### src/rtl/pipe_skid_stage.sv
// Elastic pipeline register: valid/ready handshake with a 2-entry skid buffer,
// synchronous flush and a saturating back-pressure counter.
module pipe_skid_stage #(
    parameter int                DATA_W = 96,
    parameter logic [DATA_W-1:0] BUBBLE = '0,
    parameter int                CNT_W  = 32
) (
    input  logic              clk,
    input  logic              rst,
    input  logic              flush,
    input  logic              in_valid,
    output logic              in_ready,
    input  logic [DATA_W-1:0] in_data,
    output logic              out_valid,
    input  logic              out_ready,
    output logic [DATA_W-1:0] out_data,
    output logic [1:0]        occupancy,
    output logic [CNT_W-1:0]  stall_cnt
);

    function automatic logic [CNT_W-1:0] sat_inc(input logic [CNT_W-1:0] v);
        return (&v) ? v : v + 1'b1;
    endfunction

    logic [DATA_W-1:0] main_q, main_d;
    logic [DATA_W-1:0] skid_q, skid_d;
    logic              main_v_q, main_v_d;
    logic              skid_v_q, skid_v_d;
    logic              in_ready_q;
    logic [CNT_W-1:0]  stall_q, stall_d;

    logic in_fire, out_fire;

    assign in_fire  = in_valid & in_ready_q;
    assign out_fire = main_v_q & out_ready;

    always_comb begin
        main_d   = main_q;
        skid_d   = skid_q;
        main_v_d = main_v_q;
        skid_v_d = skid_v_q;
        stall_d  = (main_v_q & ~out_ready) ? sat_inc(stall_q) : stall_q;

        if (flush) begin
            main_v_d = 1'b0;
            skid_v_d = 1'b0;
        end else if (!main_v_q) begin
            if (in_fire) begin
                main_v_d = 1'b1;
                main_d   = in_data;
            end
        end else if (!skid_v_q) begin
            if (in_fire && out_fire) begin
                main_d = in_data;
            end else if (in_fire) begin
                skid_v_d = 1'b1;
                skid_d   = in_data;
            end else if (out_fire) begin
                main_v_d = 1'b0;
            end
        end else if (out_fire) begin
            // Full: in_ready is low, so only a drain can happen; skid moves up.
            main_d   = skid_q;
            skid_v_d = 1'b0;
        end
    end

    always_ff @(posedge clk or posedge rst) begin
        if (rst) begin
            main_v_q   <= 1'b0;
            skid_v_q   <= 1'b0;
            in_ready_q <= 1'b1;
            stall_q    <= '0;
        end else begin
            main_v_q   <= main_v_d;
            skid_v_q   <= skid_v_d;
            in_ready_q <= ~skid_v_d;
            stall_q    <= stall_d;
        end
    end

    // Payload storage carries no reset; validity is tracked by the bits above.
    always_ff @(posedge clk) begin
        main_q <= main_d;
        skid_q <= skid_d;
    end

    assign in_ready  = in_ready_q;
    assign out_valid = main_v_q;
    assign out_data  = main_v_q ? main_q : BUBBLE;
    assign occupancy = {1'b0, main_v_q} + {1'b0, skid_v_q};
    assign stall_cnt = stall_q;

endmodule

### config.mk
export PLATFORM = sky130hd
export DESIGN_NAME = pipe_skid_stage
export DESIGN_NICKNAME = d
export VERILOG_FILES = /design/src/rtl/pipe_skid_stage.sv
export SDC_FILE = /design/constraint.sdc
export NUM_CORES = 1
export LEC_CHECK = 0
export CORE_AREA = 5 5 159 123
export CTS_CLUSTER_SIZE = 14
export DETAILED_ROUTE_END_ITERATION = 10
export DIE_AREA = 0 0 164 128
export GPL_ROUTABILITY_DRIVEN = 0
export PLACE_DENSITY = 0.89
export SYNTH_ARGS = -nofsm -noshare
export SYNTH_HDL_FRONTEND = slang
export SYNTH_SLANG_ARGS = --single-unit
### constraint.sdc
create_clock -name clk -period 28.4 [get_ports clk]
set_clock_uncertainty 0.2 [all_clocks]
set_input_delay 4.26 -clock clk [delete_from_list [all_inputs] [get_ports clk]]
set_output_delay 4.26 -clock clk [all_outputs]
set_load 0.03 [all_outputs]
==> impl_metrics.sql <==
INSERT INTO impl_metrics (metric_group, metric, value, unit) VALUES
('grt', 'globalRouteTotalUtil', '0.1890', ''),
('yosys', 'netlist.area_leader.share', '0.6230', ''),
('timing', 'maxClockFrequency', '136.1', 'MHz'),
('critical_path', 'endpoint_kind', 'output pin', ''),
('critical_path', 'worstRegToRegCells', '6', ''),
('floorplanning', 'io-pin-count', '233', ''),
('final_layout', 'antenna_diode_count', '0', ''),
('clocking', 'post-cts-setup-buffers', '0', ''),
('timing', 'transition_at_the_pin_with_the_smallest_max_transition_slack', '1.016', 'ns'),
('power', 'power-per-cell-area', '61.88', 'mW/mm^2'),
('floorplanning', 'core_region_area', '0.01797', 'sq mm'),
('power', 'cellInternalPower', '595.5', 'uW'),
('detailed_routing', 'avgRoutedWirePerCell', '18.76', 'microns'),
('timing', 'timing_hold_violations_final', '0', ''),
('yosys', 'yosys.area.top_type', 'sky130_fd_sc_hd__edfxtp_1', ''),
('final_layout', 'fillers', '1212', ''),
('grt', 'first_global_vias', '5759', ''),
('critical_path', 'slowest_delay', '0.81', 'ns'),
('floorplanning', 'effective_utilization_at_floorplan', '0.5150', ''),
('critical_path', 'crit_slowest_cell', 'sky130_fd_sc_hd__dfrtp_2', ''),
('critical_path', 'rr_startpoint', 'out_valid', ''),
('clocking', 'postCtsResizedCells', '0', ''),
('yosys', 'ys.flop_type', 'sky130_fd_sc_hd__edfxtp_1', ''),
('yosys', 'postSynthRegisterBits', '227', ''),
('timing', 'slew-limit-headroom', '0.3210', ''),
('timing', 'finalSetupTns', '0', 'ns'),
('floorplanning', 'fp.dieW', '164', 'microns'),
('detailed_routing', 'routed_wirelength', '20040', 'microns'),
('detailed_routing', 'route.detailed.vias_per_inst', '5.139', ''),
('yosys', 'dominant_cells_by_area_after_synthesis', 'sky130_fd_sc_hd__edfxtp_1, sky130_fd_sc_hd__mux2_2, sky130_fd_sc_hd__dfrtp_1, sky130_fd_sc_hd__and2_1, sky130_fd_sc_hd__xnor2_1', ''),
('final_layout', 'syn_to_final_growth', '36.07', '%'),
('yosys', 'netlist-cell-type-count', '35', ''),
('detailed_routing', 'drt_iter0_drc', '435', ''),
('placed_design', 'port_buffers', '232', ''),
('clocking', 'tritoncts_clock_tree', 'built', ''),
('grt', 'grt_start_max_net_pins', '68', ''),
('yosys', 'yosys_warnings', '0', ''),
('critical_path', 'cp-endpoint', 'occupancy[0]', ''),
('floorplanning', 'rows', '43', ''),
('detailed_routing', 'via_count', '5488', ''),
('critical_path', 'reg2reg_setup_slack', '24.39', 'ns'),
('yosys', 'synth-async-reset-ratio', '0.1542', ''),
('power', 'total_power', '779.2', 'uW'),
('timing', 'drv_slew', '0', ''),
('detailed_routing', 'remaining_drc_errors', '0', ''),
('clocking', 'clk_root_buf', 'sky130_fd_sc_hd__clkbuf_16', ''),
('detailed_routing', 'drt-pass1-iter-count', '4', ''),
('final_layout', 'layout-drive-gt1-share', '0.1803', ''),
('critical_path', 'source_of_the_critical_timing_path', 'out_valid', ''),
('power', 'p_leak', '0.004433', 'uW'),
('critical_path', 'timing.critical_path.cells', 'buf_4 > ha_1 > inv_1 > clkdlybuf4s50_1', ''),
('power', 'vdd_ir_drop_max', '39.04', 'uV'),
('critical_path', 'crit_required', '23.94', 'ns'),
('floorplanning', 'die_height', '128', 'microns'),
('clocking', 'clkTransAtPathRegs', '0.06', 'ns'),
('clocking', 'cts-buffers-inserted', '23', ''),
('yosys', 'yosys.cell_count.top_type', 'sky130_fd_sc_hd__edfxtp_1', ''),
('critical_path', 'cp_data_arrival_time', '2.89', 'ns'),
('clocking', 'insertion_delay', '0.51', 'ns'),
('timing', 'grt_setup_unrepaired', 'false', ''),
('critical_path', 'setup.worst_path.class', 'flop to output pin', ''),
('yosys', 'synth.yosys.seq_area_share', '0.7178', ''),
('grt', 'antenna_found_initial', '0', ''),
('power', 'power.switching_fraction', '0.2358', ''),
('clocking', 'hold_buffers', '0', ''),
('final_layout', 'num-nets-final', '908', ''),
('placed_design', 'postPlaceCellArea', '0.01187', 'sq mm'),
('yosys', 'edff_count_synth', '192', ''),
('grt', 'gr-total-overflow', '0', ''),
('power', 'p_sw', '183.7', 'uW'),
('outcome', 'outcome', 'completed', '');
## worst min-delay path by stage
stage,startpoint,depth (start not counted),end,slack [ns]
after detailed placement,stall_cnt[19],1,stall_cnt[19],0.29
after floorplan,skid_q[66],1,main_q[66],0.32
after CTS,stall_cnt[10],1,stall_cnt[10],0.30
after global routing,stall_cnt[10],1,stall_cnt[10],0.32
after global placement,stall_cnt[19],1,stall_cnt[19],0.28
final,stall_cnt[19],1,stall_cnt[19],0.30
## area by class of cell
cell class                 instances  area (sq um)  share of cell area
sequential                       227          6644              0.5276
multi-input combinational        309          2526              0.2006
timing repair buffer             238          2367              0.1880
clock buffer                      31         605.6             0.04809
tap                              247         309.0             0.02454
clock inverter                    11         121.4            0.009638
inverter                           5         18.77            0.001490
## metal layers
layer | GRT usage | vias to the layer above | share of wire
met1 | 0.2656 | 2701 | 0.44
li1 | - | 2564 | -
met2 | 0.3005 | 192 | 0.47
met5 | 0 | - | 0
met4 | 0.04389 | 0 | 0.021
met3 | 0.04822 | 31 | 0.073
## cells in the final DEF (no fill, tap or decap), types with 6 or more instances in the layout
| cell | Yosys | routed |
|---|---|---|
| sky130_fd_sc_hd__edfxtp_1 | 192 | 192 |
| sky130_fd_sc_hd__clkbuf_1 | 10 | 8 |
| sky130_fd_sc_hd__mux2_2 | 97 | 97 |
| sky130_fd_sc_hd__nand3_1 | 24 | 24 |
| sky130_fd_sc_hd__nand4_1 | 11 | 11 |
| sky130_fd_sc_hd__clkbuf_16 | 0 | 23 |
| sky130_fd_sc_hd__nand2_1 | 11 | 10 |
| sky130_fd_sc_hd__xnor2_1 | 29 | 29 |
| sky130_fd_sc_hd__and2_1 | 96 | 96 |
| sky130_fd_sc_hd__dfrtp_1 | 34 | 33 |
| sky130_fd_sc_hd__buf_4 | 1 | 6 |
| sky130_fd_sc_hd__clkdlybuf4s50_1 | 0 | 232 |
| sky130_fd_sc_hd__and3_1 | 7 | 7 |
## critical path, delay by kind of cell (launching register included)
| kind | cells | cell delay, ns |
|---|---|---|
| buffers and inverters | 3 | 1.20 |
| flip-flops | 1 | 0.81 |
| adder cells (fa/ha/maj) | 1 | 0.30 |
## kinds of logic after synthesis
family | synth area share
DFF | 0.7178
xor gates and xnor gates | 0.02934
buffers and inverters | 0.01190
AOI/OAI and AO/OA | 0.003109
muxes | 0.1180
and+or+nand+nor | 0.1157
adders and majority gates | 0.004057
## through the flow
step                      hold slack (ns)  utilization  worst slack [ns]  instances
after floorplan                    0.3248            -             13.78        563
after global placement             0.2813       0.6603             21.02       1026
after detailed placement           0.2887       0.6603             20.96       1026
after CTS                          0.2988       0.7007             20.97       1068
after global routing               0.3160       0.7007             20.80       1068
final                              0.3003       0.7007             21.05       1068
## power by group through the flow
stage	combinational (uW)	clock, uW	sequential, uW
after global placement	97.0	0	396
after detailed placement	98.5	0	396
after floorplan	44.7	0	402
final	98.3	291	389
after CTS	99.5	298	389
after global routing	104	311	391
## state kept, by name (all words and copies together) (netlist names)
name	flops
in_ready	1
main_q	96
out_valid	1
skid_q	96
skid_v_q	1
stall_cnt	32
Note: power is estimated with default switching activity, not from simulation.
